## config.mk

```make
export PLATFORM = sky130hd
export DESIGN_NAME = linebuf_window_ctrl
export DESIGN_NICKNAME = d
export VERILOG_FILES = /design/src/rtl/linebuf_window_ctrl.sv
export SDC_FILE = /design/constraint.sdc
export NUM_CORES = 1
export LEC_CHECK = 0
export CELL_PAD_IN_SITES_DETAIL_PLACEMENT = 1
export CELL_PAD_IN_SITES_GLOBAL_PLACEMENT = 1
export CORE_MARGIN = 1.5
export CORE_UTILIZATION = 45
export DETAILED_ROUTE_END_ITERATION = 7
export GPL_TIMING_DRIVEN = 0
export PLACE_DENSITY = 0.89
export SLEW_MARGIN = 15
export SYNTH_ARGS = -nofsm -noshare
export SYNTH_HDL_FRONTEND = slang
export SYNTH_SLANG_ARGS = --single-unit
```

## constraint.sdc

```tcl
create_clock -name clk -period 3.9 [get_ports clk]
set_input_delay 0.39 -clock clk [delete_from_list [all_inputs] [get_ports clk]]
set_output_delay 0.39 -clock clk [all_outputs]
set_load 0.05 [all_outputs]
```

## src/rtl/linebuf_window_ctrl.sv

```systemverilog
// Sequencer for the two cascaded single-line buffers feeding a 3x3 Sobel window:
// raster counters, buffer write/clear control, window-valid and fill-flag checking.
module linebuf_window_ctrl #(
  parameter int IMG_W = 640,
  parameter int IMG_H = 480,
  parameter int COL_W = 10,
  parameter int ROW_W = 9
) (
  input  logic             clk,
  input  logic             rst,
  input  logic             frame_start_i,
  input  logic             pix_valid_i,
  output logic             ready_o,
  output logic             lb0_we_o,
  output logic             lb1_we_o,
  output logic             lb_rst_o,
  input  logic             lb0_done_i,
  input  logic             lb1_done_i,
  output logic             win_valid_o,
  output logic [COL_W-1:0] ctr_col_o,
  output logic [ROW_W-1:0] ctr_row_o,
  output logic             frame_done_o,
  output logic             err_o,
  output logic [2:0]       state_o
);

  typedef enum logic [2:0] {
    S_IDLE   = 3'd0,
    S_CLR    = 3'd1,
    S_FILL   = 3'd2,
    S_STREAM = 3'd3,
    S_DONE   = 3'd4
  } state_t;

  localparam logic [COL_W-1:0] COL_LAST = COL_W'(IMG_W - 1);
  localparam logic [ROW_W-1:0] ROW_LAST = ROW_W'(IMG_H - 1);
  localparam logic [COL_W-1:0] COL_TWO  = COL_W'(2);
  localparam logic [ROW_W-1:0] ROW_ONE  = ROW_W'(1);
  localparam logic [ROW_W-1:0] ROW_TWO  = ROW_W'(2);

  state_t           state, state_nxt;
  logic [COL_W-1:0] in_col;
  logic [ROW_W-1:0] in_row;
  logic             accept;
  logic             col_last;
  logic             last_pix;
  logic             fill_bad;

  assign accept   = pix_valid_i & ready_o;
  assign col_last = (in_col == COL_LAST);
  assign last_pix = accept & col_last & (in_row == ROW_LAST);

  always_ff @(posedge clk or posedge rst) begin
    if (rst) state <= S_IDLE;
    else     state <= state_nxt;
  end

  // frame_start_i wins over any accept, including the last pixel
  always_comb begin
    state_nxt = state;
    case (state)
      S_IDLE:   if (frame_start_i) state_nxt = S_CLR;
      S_CLR:    state_nxt = S_FILL;
      S_FILL: begin
        if (frame_start_i)                            state_nxt = S_CLR;
        else if (accept && col_last && in_row == ROW_ONE) state_nxt = S_STREAM;
      end
      S_STREAM: begin
        if (frame_start_i) state_nxt = S_CLR;
        else if (last_pix) state_nxt = S_DONE;
      end
      S_DONE:   state_nxt = frame_start_i ? S_CLR : S_IDLE;
      default:  state_nxt = S_IDLE;
    endcase
  end

  always_comb begin
    ready_o      = ((state == S_FILL) || (state == S_STREAM)) && !frame_start_i;
    frame_done_o = (state == S_DONE);
    state_o      = state;
    lb0_we_o     = accept;
    lb1_we_o     = accept & lb0_done_i;
  end

  always_ff @(posedge clk or posedge rst) begin
    if (rst) lb_rst_o <= 1'b1;
    else     lb_rst_o <= (state_nxt == S_CLR);
  end

  // Row saturates on the final pixel; only CLR rewinds the raster position.
  always_ff @(posedge clk or posedge rst) begin
    if (rst) begin
      in_col <= '0;
      in_row <= '0;
    end else if (state == S_CLR) begin
      in_col <= '0;
      in_row <= '0;
    end else if (accept) begin
      if (col_last) begin
        in_col <= '0;
        if (in_row != ROW_LAST) in_row <= in_row + ROW_ONE;
      end else begin
        in_col <= in_col + COL_W'(1);
      end
    end
  end

  always_ff @(posedge clk or posedge rst) begin
    if (rst) begin
      win_valid_o <= 1'b0;
      ctr_col_o   <= '0;
      ctr_row_o   <= '0;
    end else begin
      win_valid_o <= accept && (in_row >= ROW_TWO) && (in_col >= COL_TWO);
      if (accept && (in_row >= ROW_TWO) && (in_col >= COL_TWO)) begin
        ctr_col_o <= in_col - COL_W'(1);
        ctr_row_o <= in_row - ROW_ONE;
      end
    end
  end

  // n >= IMG_W is row >= 1, n >= 2*IMG_W is row >= 2
  assign fill_bad = (lb0_done_i != (in_row != '0)) || (lb1_done_i != (in_row >= ROW_TWO));

  always_ff @(posedge clk or posedge rst) begin
    if (rst)                    err_o <= 1'b0;
    else if (state == S_CLR)    err_o <= 1'b0;
    else if (accept && fill_bad) err_o <= 1'b1;
  end

endmodule

```

## After elaboration in Yosys (flattened, before gate mapping)

Cells that the tools add are included.

- Bits in registers: 44
- Bits of input ports: 6
- Output and inout bits: 29
- Word-level logic and storage cells: 61

- Add/subtract/negate cells: 4
- Magnitude comparators: 2
- Equal/unequal tests: 11
- Muxes and demuxes: 16
- Bitwise logic cells: 4
- Reductions and logical operators: 16

Operator list:

| operator | count |
|---|---|
| 9-bit 2-to-1 mux | 4 |
| 10-bit 2-to-1 mux | 3 |
| 3-bit 2-to-1 mux | 5 |
| 3-bit one-hot mux with 5 select lines | 1 |
| 10-bit by 1-bit adder with 10-bit output, second input constant | 1 |
| 10-bit == test, second input constant | 1 |
| 10-bit by 2-bit >= comparator with 1-bit output, second input constant | 1 |
| 10-bit by 1-bit subtractor with 10-bit output, second input constant | 1 |
| 9-bit by 1-bit adder with 9-bit output, second input constant | 1 |
| 9-bit by 1-bit == test with 1-bit output, second input constant | 1 |
| 9-bit == test, second input constant | 1 |
| 9-bit by 2-bit >= comparator with 1-bit output, second input constant | 1 |
| 9-bit != test, second input constant | 1 |
| 9-bit nonzero test | 1 |
| 9-bit by 1-bit subtractor with 9-bit output, second input constant | 1 |
| 2-bit nonzero test | 4 |
| 3-bit by 1-bit == test with 1-bit output, second input constant | 2 |
| 3-bit by 2-bit == test with 1-bit output, second input constant | 2 |
| 1-bit logical AND | 6 |
| 1-bit bitwise AND | 4 |
| 3-bit == test, second input constant | 1 |
| 3-bit zero test | 1 |
| 1-bit 2-to-1 mux | 3 |
| 3-bit AND reduction | 1 |
| 3 further kinds | 5 |

## Logic depth before layout (Yosys ltp)

- Depth after elaboration: 10
- Mapped depth: 8
- Gate-level depth less buffers: 7

## Least setup slack after synthesis

OpenSTA, ideal clock, no wires.

- Path kind: register to output
- From: register state[2], in the netlist state_o[2]
- To: output port frame_done_o
- Arrival time: 1.912 ns
- Required time: 3.510 ns
- Slack: 1.598 ns
- Cell stages (with the launch flop): 2
- Path buffers: 0
- Cells stage by stage: dfrtp_1 nor3b_1

- Longest elaborated chain between the ends: 1

RTL lines:

| item | line | RTL |
|---|---|---|
| start, declared | 41 | `state_t state, state_nxt;` |
| start signal, assigned | 55 | `else state <= state_nxt;` |
| 3-bit == test | 79 | `frame_done_o = (state == S_DONE);` |
| end, declared | 22 | `output logic frame_done_o,` |

No other way between the ends.

## Final worst setup path

- From: input port frame_start_i
- To: output port lb1_we_o

- Longest elaborated chain between the ends: 4

RTL lines:

| item | line | RTL |
|---|---|---|
| start, declared | 11 | `input logic frame_start_i,` |
| 1-bit zero test | 78 | `ready_o = ((state == S_FILL) \|\| (state == S_STREAM)) && !frame_start_i;` |
| 1-bit logical AND | 78 |  |
| 1-bit bitwise AND | 49 | `assign accept = pix_valid_i & ready_o;` |
| 1-bit bitwise AND | 82 | `lb1_we_o = accept & lb0_done_i;` |
| end, declared | 15 | `output logic lb1_we_o,` |

No other way between the ends.

==> metrics.txt <==
I/O Buffers=34; Leakage=1.32 nW; post-layout min period=2.70 ns; Area Overhead vs Synth=23.3%; clk_lat worst skew=0.30 ns; Final Util=57.6%; CTS Sinks=44; Setup WS post-layout=1.20 ns; Data required, critical path=3.51 ns; Final Hold Vio Count=0; Synth top area share=44.8%; Yosys warnings=0; element type at the critical path start=primary input; final period utilization=69.3%; Peak VDD IR=0.465 mV; DRC violations left=0; actual slew at the worst max-slew pin=0.879 ns; post-route design area=2960 um2; Avg WL per Cell=15.8 um; first-pass GRT wire length=9780 um; Reg area=1100 um2; first-pass iteration count of the detailed router=4; RSZ-0062 raised after global routing=false; Final setup viols=0; H-tree depth=2; Multi-input gate area=1170 um2; CTS root buf=clkbuf_8; Mapped Area=2400 um2; Post-Syn Instances=254; GR Overflow Total=0; area leader, netlist=dfrtp_1; dpl ws=1.22 ns; WP depth=6; crit path cell chain=clkdlybuf4s50_1, nand4bb_1, buf_2, inv_1, and2_1, clkdlybuf4s50_1; clk_skew=0.00406 ns; Max clock buf depth=2; post-route ant nets=0; maximum number of pins on one net before global-route repair=28; ratio of cells with drive above 1 in the final layout=9.76%; Post-CTS Hold Buffers=0; core footprint=5140 um2; Seq cells post-synth=44; # diodes=0; Max-slew headroom=41.4%; Post-synth top flop=dfrtp_1; Max-Cap Viols=0; most used cell, CP=clkdlybuf4s50_1; worst hold path class=primary input to asynchronous set/reset pin; sequential area share after synthesis=45.9%; routability cong.=0.833; Unique masters post-synth=42; power per cell area=431 nW/um2; starting density of the core=46.7%; average vias per placed instance=5.42; syn_area_per_cell=9.45 um2; Max Slew Vio Count=0; critical path's slowest cell=clkdlybuf4s50_1; num ports=35; Die Width=76.0 um; FFs w/ async S/R, synth=100%; # Post-CTS Setup Buffers=0; status=finished, final reports clean; R2R depth=8; most numerous cell in the Yosys netlist=nor2_1; cell family with most CP delay=buffers and inverters; post-cts repair resize count=0; EDFF count, synth=0; setup TNS=0 ns; crit-path max FO=9; GR Util All Layers=21.3%; Achievable Freq=370 MHz; First DRT Iteration DRCs=47; Routed WL=5790 um; Die Y=76.0 um; worst path arrival time=2.31 ns; placed inst area=2850 um2; DPL Wire Length=4120 um; Pwr Total=1.28 mW; number of global-route vias before repair=1999; Crit Path Class=primary input to output pin; Site Rows=26; Vias=1990; Fill cells=634; crit path capture type=output pin; Worst path max stage delay=0.79 ns; CTS tree=built; Die Footprint=5780 um2; top post-synthesis cells by count=nor2_1, dfrtp_1, xnor2_1; Reg clk slew, reported paths=0.08 ns; initial antenna violation count=0; CTS buffer count=5; Final nets=310; WP buf/inv=4; top post-synthesis cells by area=dfrtp_1, xnor2_1, nor2_1, ha_1, a21oi_1; syn_nets=268
-- worst reg2reg max path: stages, from the launching register on --
cell and delay, ns:
dfrtp_1 0.41, clkbuf_1 0.22, inv_1 0.19, ha_1 0.20, nor2_1 0.09, a221oi_2 0.78
buf_2 0.35, nor2_1 0.07, a21oi_1 0.13
-- registers in the layout, summed over array words and instances, names as in the netlist --
name and flops:
lb_rst_o 1, err_o 1, ctr_row_o 9, in_col 10, win_valid_o 1, state_o 3
in_row 9, ctr_col_o 10
-- worst paths after layout --
check / start / end / slack, ns
worst max-delay path: frame_start_i / lb1_we_o / 1.20
worst min-delay path: rst / win_valid_o$_DFF_PP0_ / 0.41
worst max register to register: in_row[0]$_DFFE_PP0P_ / ctr_row_o[7]$_DFFE_PP0P_ / 1.38
worst min register to register: ctr_col_o[0]$_DFFE_PP0P_ / ctr_col_o[0]$_DFFE_PP0P_ / 0.52
max in group asynchronous: rst / lb_rst_o$_DFF_PP1_ / 2.93
min in group clk: ctr_col_o[0]$_DFFE_PP0P_ / ctr_col_o[0]$_DFFE_PP0P_ / 0.52
-- power by group --
part           internal (mW)  total [mW]  switching (mW)
clock network          0.190       0.350           0.161
registers              0.485       0.524          0.0387
logic                  0.139       0.402           0.262
total                  0.814        1.28           0.462
-- cells in the final DEF, fill, tap and decap left out, types with 6 or more instances in the layout --
master	synthesis	layout
dfrtp_1	43	43
xnor2_1	21	21
buf_2	6	6
clkbuf_1	7	7
inv_1	10	9
a21oi_1	17	17
ha_1	8	8
xor2_1	8	8
clkdlybuf4s50_1	0	34
nor3_1	8	8
nand2_1	10	10
nor2_1	44	44
nand3_1	8	8
-- cell families (layout without fill, tap and decap cells) --
family,after synthesis,after routing,synth area share (%)
fa+ha+maj,8,8,4.17
mux,4,4,1.77
simple gates,110,110,24.2
buf+inv,27,70,5.21
compound gates,32,32,8.08
xor+xnor,29,29,10.6
flops,44,44,45.9
-- per-layer routing --
layer / vias up / GRT usage, % / routed length, um
met3: 10 / 3.95 / 192
met1: 984 / 28.0 / 2600
met2: 43 / 35.6 / 2890
met4: 0 / 7.41 / 102
met5: - / 0 / 0
li1: 953 / - / -
-- final cells by class --
type / count / area share (%)
repair buffers: 35 / 12.2
multi-input cells: 183 / 39.6
flip-flops and latches: 44 / 37.3
plain buffers: 17 / 2.96
clock buffers: 5 / 2.33
inverters: 10 / 1.27
clock inverters: 3 / 1.44
well taps: 70 / 2.96
-- stage by stage --
step           instances  hold slack (ns)
6_report             367            0.411
5_1_grt              367            0.439
4_1_cts              367            0.425
3_5_place_dp         359            0.501
3_3_place_gp         358            0.494
2_1_floorplan        254            0.532
Note: power is estimated with default switching activity, not from simulation.
